$ cat config.mk
export PLATFORM = sky130hd
export DESIGN_NAME = ad463x_acq_sequencer
export DESIGN_NICKNAME = d
export VERILOG_FILES = /design/src/rtl/ad463x_pkg.sv /design/src/rtl/ad463x_sck_gen.sv /design/src/rtl/ad463x_acq_sequencer.sv
export SDC_FILE = /design/constraint.sdc
export NUM_CORES = 1
export LEC_CHECK = 0
export ABC_CLOCK_PERIOD_IN_PS = 7500
export CAP_MARGIN = 20
export CORE_MARGIN = 4
export CORE_UTILIZATION = 59
export CTS_CLUSTER_DIAMETER = 40
export DETAILED_ROUTE_END_ITERATION = 6
export PLACE_DENSITY = 0.84
export REMOVE_ABC_BUFFERS = 1
export SYNTH_ARGS = -nofsm -noshare
export SYNTH_HDL_FRONTEND = slang
export SYNTH_SLANG_ARGS = --single-unit
$ cat constraint.sdc
create_clock -name aclk -period 7.5 [get_ports aclk]
set_clock_uncertainty 0.2 [all_clocks]
set_input_delay 1.5 -clock aclk [delete_from_list [all_inputs] [get_ports aclk]]
set_output_delay 1.5 -clock aclk [all_outputs]
set_load 0.02 [all_outputs]
$ cat src/rtl/ad463x_pkg.sv
// ad463x_pkg: shared FSM states and register-write frame constants for the AD463x sequencer
package ad463x_pkg;
  typedef enum logic [2:0] {RST_HOLD, IDLE, CNV, WAIT_BUSY, READ, REG_WR, QUIET} state_t;
  localparam int REG_FRAME_BITS = 24;
  localparam logic WR_BIT = 1'b0;
endpackage

$ cat src/rtl/ad463x_sck_gen.sv
// ad463x_sck_gen: SCK divider; one setup half-period low, then nbits pulses, done on the last fall
module ad463x_sck_gen #(
  parameter int SCK_HALF = 2
) (
  input  logic       clk,
  input  logic       rst,
  input  logic       en,
  input  logic [7:0] nbits,
  output logic       sck,
  output logic       rise_tick,
  output logic       fall_tick,
  output logic       done
);
  logic [15:0] div;
  logic [7:0] pulses;
  logic half_end;
  assign half_end = en && div == 16'(SCK_HALF - 1);
  assign rise_tick = half_end && !sck;
  assign fall_tick = half_end && sck;
  assign done = fall_tick && pulses == nbits - 8'd1;
  // free-running half-period counter, cleared whenever the FSM is not shifting
  always_ff @(posedge clk)
    if (rst || !en) begin
      div <= '0;
      pulses <= '0;
      sck <= 1'b0;
    end else begin
      div <= half_end ? '0 : div + 16'd1;
      if (half_end) sck <= !sck;
      if (fall_tick) pulses <= pulses + 8'd1;
    end
endmodule

$ cat src/rtl/ad463x_acq_sequencer.sv
// ad463x_acq_sequencer: AD463x reset/convert/readout and register-write sequencer (option: AD463X_TEST_PATTERN_EN)
module ad463x_acq_sequencer
  import ad463x_pkg::*;
#(
  parameter int NUM_ADCS     = 2,
  parameter int NUM_LANES    = 1,
  parameter int DATA_BITS    = 24,
  parameter int SCK_HALF     = 2,
  parameter int CNV_HIGH     = 4,
  parameter int RST_CYCLES   = 64,
  parameter int BUSY_TIMEOUT = 255
) (
  input  logic                              aclk,
  input  logic                              reset,
  input  logic                              trigger,
  input  logic                              reg_wr_valid,
  input  logic [14:0]                       reg_addr,
  input  logic [7:0]                        reg_data,
  output logic                              reg_wr_ready,
  output logic [NUM_ADCS*DATA_BITS-1:0]     adc_data,
  output logic                              adc_valid,
  output logic                              busy_timeout,
  output logic                              SPI_sck,
  output logic                              SPI_cs,
  output logic                              SPI_cnv,
  output logic                              SPI_reset,
  output logic                              SPI_SDI_data,
  input  logic                              SPI_busy,
`ifdef AD463X_TEST_PATTERN_EN
  input  logic                              test_pattern,
`endif
  input  logic [NUM_ADCS*NUM_LANES-1:0]     SPI_SDn_data
);
  localparam int W = NUM_ADCS * DATA_BITS;
  localparam logic [15:0] RST_LAST = 16'(RST_CYCLES - 1);
  localparam logic [15:0] CNV_LAST = 16'(CNV_HIGH - 1);
  localparam logic [15:0] TO_LAST = 16'(BUSY_TIMEOUT - 1);
  localparam logic [15:0] QUIET_LAST = 16'(SCK_HALF - 1);
  state_t state;
  logic [15:0] cnt;
  logic [1:0] busy_sync;
  logic [W-1:0] sh, sh_next, frame;
  logic [REG_FRAME_BITS-1:0] sdi_sh;
  logic en, fall_tick, done, sck_rise_unused;
  logic [7:0] nbits;
`ifdef AD463X_TEST_PATTERN_EN
  logic [DATA_BITS-1:0] tp_cnt;
`endif
  assign en = state == READ || state == REG_WR;
  assign nbits = state == REG_WR ? 8'(REG_FRAME_BITS) : 8'(DATA_BITS / NUM_LANES);
  assign SPI_SDI_data = sdi_sh[REG_FRAME_BITS-1];
  ad463x_sck_gen #(.SCK_HALF(SCK_HALF)) u_sck (
    .clk(aclk),
    .rst(reset),
    .en(en),
    .nbits(nbits),
    .sck(SPI_sck),
    .rise_tick(sck_rise_unused),
    .fall_tick(fall_tick),
    .done(done)
  );
  // each ADC word shifts left by NUM_LANES; lane 0 lands in the most significant new bit
  always_comb begin
    sh_next = sh;
    for (int k = 0; k < NUM_ADCS; k++) begin
      sh_next[k*DATA_BITS +: DATA_BITS] = sh[k*DATA_BITS +: DATA_BITS] << NUM_LANES;
      for (int l = 0; l < NUM_LANES; l++)
        sh_next[k*DATA_BITS + NUM_LANES - 1 - l] = SPI_SDn_data[k*NUM_LANES + l];
    end
  end
  // word presented at frame end: lanes, or the frame counter when the test pattern is on
  always_comb begin
    frame = sh_next;
`ifdef AD463X_TEST_PATTERN_EN
    for (int k = 0; k < NUM_ADCS; k++)
      if (test_pattern) frame[k*DATA_BITS +: DATA_BITS] = tp_cnt + DATA_BITS'(k);
`endif
  end
  // two-flop synchroniser for the asynchronous BUSY pin
  always_ff @(posedge aclk) busy_sync <= reset ? 2'b00 : {busy_sync[0], SPI_busy};
  // main sequencer; all pin and status outputs registered here
  always_ff @(posedge aclk)
    if (reset) begin
      state <= RST_HOLD;
      cnt <= '0;
      SPI_cs <= 1'b1;
      SPI_cnv <= 1'b0;
      SPI_reset <= 1'b0;
      sdi_sh <= '0;
      sh <= '0;
      adc_data <= '0;
      adc_valid <= 1'b0;
      busy_timeout <= 1'b0;
      reg_wr_ready <= 1'b0;
`ifdef AD463X_TEST_PATTERN_EN
      tp_cnt <= '0;
`endif
    end else begin
      adc_valid <= 1'b0;
      cnt <= cnt + 16'd1;
      case (state)
        RST_HOLD: if (cnt == RST_LAST) begin
          SPI_reset <= 1'b1;
          state <= IDLE;
        end
        IDLE: begin
          reg_wr_ready <= !trigger && !(reg_wr_valid && reg_wr_ready);
          if (trigger) begin
            state <= CNV;
            SPI_cnv <= 1'b1;
            cnt <= '0;
          end else if (reg_wr_valid && reg_wr_ready) begin
            state <= REG_WR;
            SPI_cs <= 1'b0;
            sdi_sh <= {WR_BIT, reg_addr, reg_data};
          end
        end
        CNV: if (cnt == CNV_LAST) begin
          SPI_cnv <= 1'b0;
          state <= WAIT_BUSY;
          cnt <= '0;
        end
        WAIT_BUSY: if (!busy_sync[1]) begin
          state <= READ;
          SPI_cs <= 1'b0;
        end else if (cnt == TO_LAST) begin
          busy_timeout <= 1'b1;
          state <= IDLE;
        end
        READ: begin
          if (fall_tick) sh <= sh_next;
          if (done) begin
            SPI_cs <= 1'b1;
            adc_data <= frame;
            adc_valid <= 1'b1;
            state <= QUIET;
            cnt <= '0;
`ifdef AD463X_TEST_PATTERN_EN
            tp_cnt <= tp_cnt + 1'b1;
`endif
          end
        end
        REG_WR: begin
          if (fall_tick) sdi_sh <= sdi_sh << 1;
          if (done) begin
            SPI_cs <= 1'b1;
            state <= QUIET;
            cnt <= '0;
          end
        end
        QUIET: if (cnt == QUIET_LAST) state <= IDLE;
        default: state <= IDLE;
      endcase
    end
endmodule

==> flow_summary.rst <==
.. list-table::
   :header-rows: 1

   * - Metric
     - Value
   * - Peak clock frequency supported by timing
     - ~0.25 GHz
   * - Worst hold stages
     - 1
   * - Sort of element at the end of the critical path
     - flop
   * - Fin util
     - 74.0%
   * - Share of cells above drive strength 1
     - between 6 and 7%
   * - Vias
     - between 5000 and 6000
   * - Worst setup path class
     - reg2reg
   * - Relative max-transition margin
     - approximately 31%
   * - Clock root cell
     - sky130_fd_sc_hd__clkbuf_16
   * - Number of rows in the core area
     - 38
   * - Mean post-synth cell area
     - 8.95 um2
   * - Worst Hold Launch
     - busy_sync[0]
   * - Data required time at the worst endpoint
     - 7.67 ns
   * - Post-CTS clock slew at the launch and capture registers of the worst setup and hold paths
     - roughly 0.070 ns
   * - Maximum Capacitance Violations
     - 0
   * - Switching power of the nets
     - 525 uW
   * - Relative contribution of combinational cells to total power
     - 9.0%
   * - R2r worst-path depth
     - 7
   * - Count of flip-flops with a built-in enable after synthesis
     - 0
   * - Per-cell routed wire length
     - approximately 15 um
   * - Cells resized by post-CTS repair
     - 0
   * - Floorplan die height
     - 115 um
   * - DIE WIDTH
     - between 100 and 150 um
   * - Number of nets with antenna violations after detailed routing
     - 0
   * - Effective utilization at floorplan
     - just over 60%
   * - Status
     - complete, no violations
   * - Switching share of power
     - between 20% and 30%
   * - Largest net degree at the start of global routing
     - 50
   * - Global-route wire length before repair
     - ~25000 um
   * - Vias in the first global route
     - between 5000 and 6000
   * - Worst Path Arrival
     - ~4.1 ns
   * - RD Place Congestion
     - 0.870
   * - Number of levels in the clock H-tree
     - 4
   * - Number of DRC violations after detailed-routing iteration 0
     - about 450
   * - Final setup TNS
     - 0 ns
   * - P per Cell Area
     - roughly 240 nW/um2
   * - Sort of element at the start of the critical path
     - flop
   * - Flop pwr share
     - between 40 and 50%
   * - Worst VDD drop
     - slightly below 200 uV
   * - Final cell count without fillers
     - 961
   * - Design internal power
     - about 1500 uW
   * - Overall Global Routing Usage
     - between 20% and 30%
   * - Total count of hold-check failures in the final report
     - 0
   * - Buffers from clock root to sink, at most
     - 2
   * - Antenna Cells
     - 0
   * - Sinks on Clock Net
     - 170
   * - Layout Nets
     - approximately 840
   * - Share of synthesized registers carrying an async set or reset
     - 0%
   * - Sequential area share after synthesis
     - roughly 50%
   * - Startpoint of the lowest-slack register-to-register path
     - state[2]
   * - Leading cell type by number of instances after synthesis
     - sky130_fd_sc_hd__dfxtp_1
   * - Detailed Route WL
     - 14800 um
   * - Clock latency reported for the late side of the worst-skew pair
     - 0.43 ns
   * - Count of synthesis-stage warnings from yosys
     - 0
   * - Total half-perimeter wirelength after legalization and detailed placement
     - between 9000 and 10000 um
   * - Static Leakage
     - between 0.002 and 0.003 uW
   * - Number of library cell types mapped by synthesis
     - 51
   * - DIE AREA
     - between 10000 and 15000 um2
   * - Routed vias/inst
     - between 5 and 6
   * - Core area
     - roughly 11000 um2
   * - Count of unresolved DRC violations after routing
     - 0
   * - Synthesis-to-layout area growth
     - 21.0%
   * - Total CTS buffers
     - 17
   * - IO buf count
     - 85
   * - Worst hold endpoint
     - busy_sync[1]
   * - CP Max Fanout
     - 49
   * - Cell accounting for the most synthesized area
     - sky130_fd_sc_hd__dfxtp_1
   * - Type of the worst min-delay path
     - reg2reg
   * - Number of placed I/O pins
     - between 80 and 90
   * - Setup Viol. Count Final
     - 0
   * - Synthesized instance count
     - between 700 and 800
   * - Slew at the pin closest to its max-slew limit
     - 1.03 ns
   * - Hold bufs inserted after CTS
     - 0
   * - Synth cell count leaders
     - sky130_fd_sc_hd__dfxtp_1 (170), sky130_fd_sc_hd__nand2_1 (140), sky130_fd_sc_hd__a21oi_1 (57), sky130_fd_sc_hd__nor2_1 (57), sky130_fd_sc_hd__a22o_1 (47)
   * - Clock tree from TritonCTS
     - done
   * - Clock share of power
     - 43.3%
   * - Initial DRT Pass Iterations
     - 5
   * - Capture instance of the worst register-to-register path
     - adc_data[42]
   * - Most used flip-flop cell after synthesis
     - sky130_fd_sc_hd__dfxtp_1
   * - Share of the synthesized area in the top cell type
     - 50.7%
   * - Crit share post-route
     - between 50% and 60%
   * - Register bit count reported by yosys
     - 170
   * - Antenna violations before repair
     - 0
   * - Sum of overflow across all layers after global routing
     - 0
   * - Synthesized area
     - around 6700 um2
   * - Power consumption
     - ~2000 uW
   * - RSZ-0062 raised after global routing
     - no
   * - Post-CTS Setup Repair Bufs
     - 0
   * - Count of final max-slew check failures
     - 0
   * - Top area cells in the synthesized netlist
     - sky130_fd_sc_hd__dfxtp_1 (51%), sky130_fd_sc_hd__nand2_1 (7.8%), sky130_fd_sc_hd__a22o_1 (6.1%), sky130_fd_sc_hd__a21oi_1 (4.2%), sky130_fd_sc_hd__nor2_1 (3.2%)
   * - Minimum period implied by the final worst setup slack
     - 3.97 ns
   * - Register-to-register setup slack
     - about 3.5 ns
   * - Placed cells
     - approximately 930
-- worst max-delay path by stage --
| stage | startpoint | endpoint | slack [ns] |
|---|---|---|---|
| 4_1_cts | state[2] | adc_data[42] | 3.63 |
| 6_report | state[2] | adc_data[42] | 3.53 |
| 3_3_place_gp | state[2] | adc_data[35] | 3.78 |
| 5_1_grt | state[2] | adc_data[38] | 3.27 |
| 2_1_floorplan | state[2] | adc_data[0] | 2.79 |
| 3_5_place_dp | state[2] | adc_data[42] | 3.65 |
-- worst max-delay path, stage by stage, from the launching register on --
cell and delay, ns:
sky130_fd_sc_hd__dfxtp_1 0.49, sky130_fd_sc_hd__nor2b_2 0.20, sky130_fd_sc_hd__buf_4 0.33, sky130_fd_sc_hd__nand4_2 0.46, sky130_fd_sc_hd__or3_2 1.00, sky130_fd_sc_hd__nor3_4 0.54
sky130_fd_sc_hd__buf_4 0.43, sky130_fd_sc_hd__a22o_1 0.19
-- area by class of cell --
cell class	instances	area [um2]
Sequential cell	170	3400
Timing Repair Buffer	91	891
Clock inverter	15	155
Fill cell	780	2860
Tap cell	140	175
Multi-Input combinational cell	517	3030
Inverter	11	41.3
Clock buffer	17	425
-- placed cells by master, fill, tap and decap left out, types with 8 or more instances in the layout --
cell | netlist | final
sky130_fd_sc_hd__a21oi_1 | 57 | 57
sky130_fd_sc_hd__a22o_1 | 47 | 47
sky130_fd_sc_hd__a311oi_1 | 22 | 22
sky130_fd_sc_hd__clkbuf_16 | 0 | 17
sky130_fd_sc_hd__clkdlybuf4s50_1 | 0 | 84
sky130_fd_sc_hd__dfxtp_1 | 170 | 170
sky130_fd_sc_hd__inv_1 | 11 | 11
sky130_fd_sc_hd__nand2_1 | 140 | 140
sky130_fd_sc_hd__nand3_1 | 42 | 42
sky130_fd_sc_hd__nand4_1 | 8 | 8
sky130_fd_sc_hd__nor2_1 | 57 | 56
sky130_fd_sc_hd__nor3_1 | 29 | 28
sky130_fd_sc_hd__nor4_1 | 12 | 12
sky130_fd_sc_hd__xnor2_1 | 23 | 23
sky130_fd_sc_hd__xor2_1 | 13 | 13
-- through the flow --
stage | hold slack, ns | instance area [um2] | worst slack [ns]
floorplan | 0.214 | 6460 | 2.79
global placement | 0.223 | 7540 | 3.78
detailed placement | 0.230 | 7540 | 3.65
CTS | 0.245 | 8130 | 3.63
global route | 0.258 | 8130 | 3.27
finish | 0.241 | 8130 | 3.53
-- per-layer routing --
layer | vias up | GRT usage [%] | wire length [um]
met4 | 0 | 9.66 | 269
met2 | 180 | 36.8 | 7240
met1 | 2627 | 29.7 | 6480
met3 | 26 | 5.07 | 815
met5 | - | 0 | 0
li1 | 2758 | - | -
-- sequential cells by signal, summed over array words and instances, names as in the netlist, 2 cells and up --
register,count
sh,46
u_sck.div,16
state,3
busy_sync,2
sdi_sh,24
u_sck.pulses,8
cnt,16
adc_data,48
-- cell families (layout without fill, tap and decap cells) --
family          count (synthesis)  in the layout  share of synthesized area [%]
flops                         170            170                           50.7
buf+inv                        63            134                           4.45
xor+xnor                       36             36                           4.70
compound gates                145            145                           15.2
simple gates                  328            328                           23.6
fa+ha+maj                       6              6                           1.12
mux                             2              2                          0.298
-- power by group through the flow --
stage	combinational, uW	sequential [uW]	clock (uW)
final	180	948	860
after detailed placement	177	968	0
after global routing	198	952	908
after floorplan	106	971	0
after global placement	171	966	0
after CTS	179	948	869
No activity file was read; power rests on OpenSTA's default activity.
